===== config.mk =====
export PLATFORM = sky130hd
export DESIGN_NAME = gap_serializer
export DESIGN_NICKNAME = d
export VERILOG_FILES = /design/src/rtl/gap_serializer.sv
export SDC_FILE = /design/constraint.sdc
export NUM_CORES = 2
export LEC_CHECK = 0
export ABC_AREA = 1
export CORE_UTILIZATION = 45
export CTS_CLUSTER_DIAMETER = 50
export CTS_CLUSTER_SIZE = 10
export DETAILED_ROUTE_END_ITERATION = 6
export HOLD_SLACK_MARGIN = 0.15
export SYNTH_ARGS = -nofsm -noshare
export SYNTH_HDL_FRONTEND = slang
export SYNTH_SLANG_ARGS = --single-unit
export TNS_END_PERCENT = 5

===== constraint.sdc =====
create_clock -name clk_i -period 13 [get_ports clk_i]
set_input_delay 2.6 -clock clk_i [delete_from_list [all_inputs] [get_ports clk_i]]
set_output_delay 2.6 -clock clk_i [all_outputs]
set_load 0.02 [all_outputs]

===== src/rtl/gap_serializer.sv =====
// gap_serializer: per-channel pooling (average or max, optional abs) over a
// frame of INPUT_SIZE samples, then serial write of one pooled word per
// channel, channel 0 first, into a downstream FIFO write port.
//
// state | meaning
// ACCUM | accept samples per channel until every channel holds INPUT_SIZE
// FINAL | one cycle: scale/saturate accumulators into the result registers
// SEND  | write res[0..NUM_CHANNELS-1], stalling while full_i is high
module gap_serializer #(
  parameter int WORD_SIZE    = 16,
  parameter int N_SIZE       = 12,
  parameter int NUM_CHANNELS = 8,
  parameter int INPUT_SIZE   = 13,
  parameter int POOL_MODE    = 0,
  parameter int ABS_EN       = 1
) (
  input  logic                            clk_i,
  input  logic                            reset_i,
  input  logic [NUM_CHANNELS-1:0]         valid_i,
  output logic [NUM_CHANNELS-1:0]         ready_o,
  input  logic [NUM_CHANNELS*WORD_SIZE-1:0] data_i,
  output logic                            wen_o,
  input  logic                            full_i,
  output logic [WORD_SIZE-1:0]            data_o,
  output logic                            busy_o
);

  localparam int CNT_W     = $clog2(INPUT_SIZE + 1);
  localparam int ACC_W     = WORD_SIZE + $clog2(INPUT_SIZE) + 1;
  localparam int K_W       = (NUM_CHANNELS > 1) ? $clog2(NUM_CHANNELS) : 1;
  localparam int RECIP_W   = N_SIZE + 2;
  localparam int PROD_W    = ACC_W + RECIP_W + 1;
  // Rounded reciprocal of the frame length, Q(N_SIZE) unsigned.
  localparam int RECIP_INT = ((2 ** (N_SIZE + 1)) / INPUT_SIZE + 1) / 2;

  localparam logic [RECIP_W-1:0] RECIP    = RECIP_W'(RECIP_INT);
  localparam logic [CNT_W-1:0]   CNT_FULL = CNT_W'(INPUT_SIZE);
  localparam logic [CNT_W-1:0]   CNT_LAST = CNT_W'(INPUT_SIZE - 1);
  localparam logic [K_W-1:0]     K_LAST   = K_W'(NUM_CHANNELS - 1);

  localparam logic signed [WORD_SIZE-1:0] WORD_MAX = {1'b0, {(WORD_SIZE-1){1'b1}}};
  localparam logic signed [WORD_SIZE-1:0] WORD_MIN = {1'b1, {(WORD_SIZE-1){1'b0}}};
  localparam logic signed [PROD_W-1:0]    SAT_HI   = PROD_W'(WORD_MAX);
  localparam logic signed [PROD_W-1:0]    SAT_LO   = PROD_W'(WORD_MIN);

  typedef enum logic [1:0] {
    ACCUM = 2'd0,
    FINAL = 2'd1,
    SEND  = 2'd2
  } state_t;

  state_t state, state_nxt;

  logic        [CNT_W-1:0]     cnt      [NUM_CHANNELS];
  logic signed [ACC_W-1:0]     acc      [NUM_CHANNELS];
  logic signed [WORD_SIZE-1:0] res      [NUM_CHANNELS];
  logic signed [WORD_SIZE-1:0] raw      [NUM_CHANNELS];
  logic signed [WORD_SIZE-1:0] samp     [NUM_CHANNELS];
  logic signed [ACC_W-1:0]     samp_ext [NUM_CHANNELS];
  logic signed [PROD_W-1:0]    prod     [NUM_CHANNELS];
  logic signed [PROD_W-1:0]    scaled   [NUM_CHANNELS];
  logic signed [WORD_SIZE-1:0] pool_res [NUM_CHANNELS];
  logic        [NUM_CHANNELS-1:0] take;
  logic        [NUM_CHANNELS-1:0] done_nxt;
  logic        [K_W-1:0]          k;

  // Sample conditioning: optional absolute value, most-negative clamps to max.
  always_comb begin
    for (int c = 0; c < NUM_CHANNELS; c++) begin
      raw[c]  = data_i[c*WORD_SIZE +: WORD_SIZE];
      samp[c] = raw[c];
      if ((ABS_EN != 0) && raw[c][WORD_SIZE-1]) begin
        samp[c] = (raw[c] == WORD_MIN) ? WORD_MAX : -raw[c];
      end
      samp_ext[c] = ACC_W'(samp[c]);
    end
  end

  // Handshake accept and "this channel is complete after this edge" flags.
  always_comb begin
    take     = '0;
    done_nxt = '0;
    for (int c = 0; c < NUM_CHANNELS; c++) begin
      take[c]     = valid_i[c] & ready_o[c];
      done_nxt[c] = (cnt[c] == CNT_FULL) || (take[c] && (cnt[c] == CNT_LAST));
    end
  end

  // Pooled result per channel: scaled-and-saturated average, or the running max.
  always_comb begin
    for (int c = 0; c < NUM_CHANNELS; c++) begin
      prod[c]   = PROD_W'(acc[c]) * PROD_W'($signed({1'b0, RECIP}));
      scaled[c] = prod[c] >>> N_SIZE;
      if (POOL_MODE != 0) begin
        pool_res[c] = acc[c][WORD_SIZE-1:0];
      end else if (scaled[c] > SAT_HI) begin
        pool_res[c] = WORD_MAX;
      end else if (scaled[c] < SAT_LO) begin
        pool_res[c] = WORD_MIN;
      end else begin
        pool_res[c] = scaled[c][WORD_SIZE-1:0];
      end
    end
  end

  // State register.
  always_ff @(posedge clk_i or posedge reset_i) begin
    if (reset_i) state <= ACCUM;
    else         state <= state_nxt;
  end

  // Next-state logic; the last channel's final sample may trigger FINAL directly.
  always_comb begin
    state_nxt = state;
    case (state)
      ACCUM:   if (&done_nxt) state_nxt = FINAL;
      FINAL:   state_nxt = SEND;
      SEND:    if (wen_o && (k == K_LAST)) state_nxt = ACCUM;
      default: state_nxt = ACCUM;
    endcase
  end

  // Outputs decoded from state; wen_o follows full_i combinationally in SEND.
  always_comb begin
    ready_o = '0;
    wen_o   = 1'b0;
    busy_o  = 1'b0;
    data_o  = '0;
    case (state)
      ACCUM: begin
        for (int c = 0; c < NUM_CHANNELS; c++) ready_o[c] = (cnt[c] != CNT_FULL);
      end
      FINAL: busy_o = 1'b1;
      SEND: begin
        busy_o = 1'b1;
        wen_o  = ~full_i;
        data_o = res[k];
      end
      default: ;
    endcase
  end

  // Datapath: accumulate in ACCUM, latch results in FINAL, step/clear in SEND.
  always_ff @(posedge clk_i or posedge reset_i) begin
    if (reset_i) begin
      k <= '0;
      for (int c = 0; c < NUM_CHANNELS; c++) begin
        cnt[c] <= '0;
        acc[c] <= '0;
        res[c] <= '0;
      end
    end else begin
      case (state)
        ACCUM: begin
          for (int c = 0; c < NUM_CHANNELS; c++) begin
            if (take[c]) begin
              cnt[c] <= cnt[c] + CNT_W'(1);
              if (POOL_MODE != 0) begin
                if ((cnt[c] == '0) || (samp_ext[c] > acc[c])) acc[c] <= samp_ext[c];
              end else begin
                acc[c] <= acc[c] + samp_ext[c];
              end
            end
          end
        end
        FINAL: begin
          k <= '0;
          for (int c = 0; c < NUM_CHANNELS; c++) res[c] <= pool_res[c];
        end
        SEND: begin
          if (wen_o) begin
            if (k == K_LAST) begin
              k <= '0;
              for (int c = 0; c < NUM_CHANNELS; c++) begin
                cnt[c] <= '0;
                acc[c] <= '0;
              end
            end else begin
              k <= k + K_W'(1);
            end
          end
        end
        default: ;
      endcase
    end
  end

endmodule


==> metrics.txt <==
# TYPE chip_impl_metric gauge
chip_impl_metric{name="cpPeakStageDelay",unit="ps"} 720
chip_impl_metric{name="yosysSeqAreaShare",unit="%"} 13.0
chip_impl_metric{name="synth_xor_xnor_area_share",unit="%"} 3.39
chip_impl_metric{name="stdcell_count",unit=""} 10809
chip_impl_metric{name="setup_viol",unit=""} 0
chip_impl_metric{name="r2r_cells",unit=""} 20
chip_impl_metric{name="timing.critical_path.required",unit="ps"} 10400
chip_impl_metric{name="cp_max_fo",unit=""} 4
chip_impl_metric{name="synthesis.yosys.warnings",unit=""} 0
chip_impl_metric{name="htreeDepth",unit=""} 2
chip_impl_metric{name="post_cts_setup_buffer_count",unit=""} 0
chip_impl_metric{name="post_cts.resized_instances",unit=""} 0
chip_impl_info{name="grt.busiest_layer",value="met2"} 1
chip_impl_info{name="worstSetupStartpointType",value="input port"} 1
chip_impl_metric{name="mappedNetlistArea",unit="sq um"} 64000
chip_impl_metric{name="fin_setup_tns",unit="ps"} 0
chip_impl_metric{name="grt_pass1_wl",unit="mm"} 282
chip_impl_metric{name="grt_util_met1",unit="%"} 34.1
chip_impl_metric{name="yosys.area_share.adder",unit="%"} 38.2
chip_impl_metric{name="worst_slack",unit="ps"} 6130
chip_impl_info{name="tritoncts",value="done"} 1
chip_impl_metric{name="max_freq",unit="MHz"} 146
chip_impl_info{name="setup.worst_path.end_class",value="output port"} 1
chip_impl_metric{name="finalCritPeriodShare",unit="%"} 52.8
chip_impl_metric{name="globalRoute.totalOverflow",unit=""} 0
chip_impl_info{name="crit_slowest_cell",value="clkdlybuf4s50_1"} 1
chip_impl_metric{name="post_detailed_route_wirelength_per_cell",unit="microns"} 15.7
chip_impl_metric{name="grtUsageMet3",unit="%"} 2.60
chip_impl_metric{name="avgViaCountPerCell",unit=""} 5.11
chip_impl_metric{name="detailedPlacementHpwl",unit="mm"} 142
chip_impl_metric{name="grt_antenna_before_repair",unit=""} 1
chip_impl_metric{name="floorplan.io_pins",unit=""} 165
chip_impl_metric{name="final_cell_area",unit="sq um"} 69700
chip_impl_info{name="worstSetupPathType",value="in2out"} 1
chip_impl_metric{name="yosysUniqueCellTypes",unit=""} 60
chip_impl_metric{name="worst_slew_margin_rel",unit="%"} 28.9
chip_impl_metric{name="die_area",unit="sq um"} 144000
chip_impl_metric{name="cts.clk_slew.worst_paths",unit="ps"} 50
chip_impl_metric{name="synthesis.area_per_instance",unit="sq um"} 7.33
chip_impl_metric{name="portBuffers",unit=""} 164
chip_impl_metric{name="cts_sinks",unit=""} 333
chip_impl_info{name="critical-path-top-delay-family",value="buffers and inverters"} 1
chip_impl_metric{name="yosys_register_bits",unit=""} 333
chip_impl_metric{name="gpl.final_weighted_congestion",unit=""} 0.913
chip_impl_metric{name="period_needed",unit="ps"} 6870
chip_impl_metric{name="ant_nets",unit=""} 0
chip_impl_metric{name="syn_to_final_growth",unit="%"} 8.86
chip_impl_metric{name="transition_time_at_the_pin_with_the_least_slew_margin",unit="ps"} 1070
chip_impl_info{name="main_combinational_cell_family_by_area_after_synthesis",value="adder cells"} 1
chip_impl_metric{name="drt_first_pass_iters",unit=""} 6
chip_impl_metric{name="n_fill_cell",unit=""} 14243
chip_impl_metric{name="edff_count_synth",unit=""} 0
chip_impl_metric{name="initial_core_util",unit="%"} 45.3
chip_impl_info{name="synth_top_flop_cell",value="dfrtp_1"} 1
chip_impl_metric{name="maximum_number_of_pins_on_one_net_before_global_route_repair",unit=""} 82
chip_impl_info{name="unrepaired_setup_endpoints_after_global_routing",value="no"} 1
chip_impl_info{name="run_status",value="completed"} 1
chip_impl_metric{name="floorplan.die.width",unit="microns"} 379
chip_impl_metric{name="via_count",unit=""} 55248
chip_impl_metric{name="finClkSkew",unit="ps"} 26.1
chip_impl_metric{name="compound_cell_area_share_of_the_yosys_netlist",unit="%"} 11.9
chip_impl_metric{name="detail_route.iter0.violations",unit=""} 3280
chip_impl_metric{name="final_layout_size_suffix_gt1_share",unit="%"} 3.99
chip_impl_metric{name="timing.max_cap.violations",unit=""} 0
chip_impl_metric{name="grt_pass1_vias",unit=""} 55156
chip_impl_metric{name="final-hold-violation-count",unit=""} 0
chip_impl_info{name="path_cells",value="clkdlybuf4s50_1 -> nor2_1 -> clkdlybuf4s50_1"} 1
chip_impl_metric{name="drc",unit=""} 0
chip_impl_metric{name="placed_cells_incl_taps",unit=""} 10697
chip_impl_metric{name="clock_insertion_delay_worst_skew",unit="ps"} 690
chip_impl_metric{name="cp_num_cells",unit=""} 3
chip_impl_metric{name="final-max-slew-violation-count",unit=""} 0
chip_impl_metric{name="die-height",unit="microns"} 379
chip_impl_info{name="critPathMostFrequentCell",value="clkdlybuf4s50_1"} 1
chip_impl_metric{name="place_ws",unit="ps"} 6090
chip_impl_metric{name="grt.met2_usage",unit="%"} 39.2
chip_impl_info{name="holdCritPathClass",value="reg2reg"} 1
chip_impl_info{name="cts.root.buffer_cell",value="clkbuf_16"} 1
chip_impl_metric{name="fp-row-count",unit=""} 138
chip_impl_metric{name="syn_inst",unit=""} 8735
chip_impl_metric{name="post_synth_and_or_nand_nor_area_fraction",unit="%"} 20.7
chip_impl_metric{name="placed_instance_area",unit="sq um"} 67600
chip_impl_metric{name="wl",unit="mm"} 170
chip_impl_metric{name="timing.critical_path.buf_inv",unit=""} 2
chip_impl_metric{name="synth.area.mux_share",unit="%"} 0
chip_impl_metric{name="timing.hold.worst_path_depth",unit=""} 2
chip_impl_metric{name="grtUsageTotal",unit="%"} 24.0
chip_impl_metric{name="cts-hold-fix-buffers",unit=""} 0
chip_impl_metric{name="cts-buffers-inserted",unit=""} 60
chip_impl_metric{name="cts-root-to-sink-buffers",unit=""} 3
chip_impl_metric{name="synthArstFlopShare",unit="%"} 100
chip_impl_metric{name="critPathArrivalTime",unit="ps"} 4270
chip_impl_metric{name="postSynthNetCount",unit=""} 10455
chip_impl_metric{name="placeable_core_region",unit="sq um"} 141000
chip_impl_metric{name="finish.net_count",unit=""} 10589
cells by family after synthesis:
| logic type | Yosys count |
|---|---|
| AND/OR/NAND/NOR | 3120 |
| buffers and inverters | 2123 |
| adder cells (fa/ha/maj) | 1581 |
| AO/OA/AOI/OAI | 1330 |
| flip-flops | 333 |
| XOR/XNOR | 248 |
placed cells by master (no fill, tap or decap), types with 26 or more instances in the layout:
master and instances:
a21oi_1 505, nand4_1 77, dfrtp_1 332, clkbuf_16 61, nand3b_1 26, o21bai_1 62, clkdlybuf4s50_1 164, a21oi_2 62
ha_1 955, nand2_2 41, nand2_1 1624, fa_1 624, inv_1 1995, xnor2_1 90, xor2_1 158, o21ai_0 433
nor2_1 741, nor4_1 30, nor3_1 75, or2_2 45, a31oi_1 40, o22ai_1 89, nand3_1 389
routing by layer:
metal	part of all wire (%)	vias up
met2	45	1030
met1	49	26152
li1	-	27889
met3	4.2	177
met5	0	-
met4	2.0	0
sequential cells by signal (all words and copies together), names as in the netlist:
| name | cells |
|---|---|
| acc | 168 |
| cnt | 32 |
| k | 3 |
| res | 128 |
| state | 2 |
path summary, 6_finish.rpt:
check / from / slack, ps / end
max: full_i / 6130 / wen_o
min: res[79] / 500 / res[79]
max reg2reg: acc[83] / 7510 / res[58]
min reg2reg: res[79] / 500 / res[79]
max in group asynchronous: reset_i / 8410 / res[68]
min in group asynchronous: reset_i / 2430 / acc[112]
synthesized netlist by cell type (all sizes together), types with 80 or more instances:
master | count | share of area [%]
a21oi | 575 | 5.0
xnor2 | 90 | 1.2
ha | 957 | 19
nand2 | 1677 | 10
inv | 2012 | 12
nor3 | 86 | 0.76
o21ai | 451 | 3.5
nand3 | 408 | 3.3
xor2 | 158 | 2.2
nand4 | 80 | 0.81
dfrtp | 333 | 13
fa | 624 | 20
nor2 | 751 | 4.4
o22ai | 89 | 0.87
through the flow:
step	hold WS, ps	utilization [%]
final	505	49.3
after global routing	524	49.3
after CTS	506	49.3
after detailed placement	492	47.9
after global placement	470	47.9
after floorplan	448	-
final cells by class:
cell class / instances / area [sq um] / area share (%)
flip-flops and latches: 333 / 8330 / 12.0
clock inverters: 34 / 425 / 0.611
multi-input cells: 6279 / 47600 / 68.3
diodes: 4 / 10.0 / 0.0144
clock buffers: 74 / 1640 / 2.35
well taps: 1890 / 2360 / 3.39
repair buffers: 179 / 1750 / 2.52
inverters: 2016 / 7570 / 10.9
worst min-delay path, cell delays in order (launching register included):
cell and delay (ps):
dfrtp_1 360, nand2_1 50, o21ai_0 60
Power is left out: the tool's default activity adds up to more than one toggle a clock period on the data nets, which glitch-free logic cannot reach.
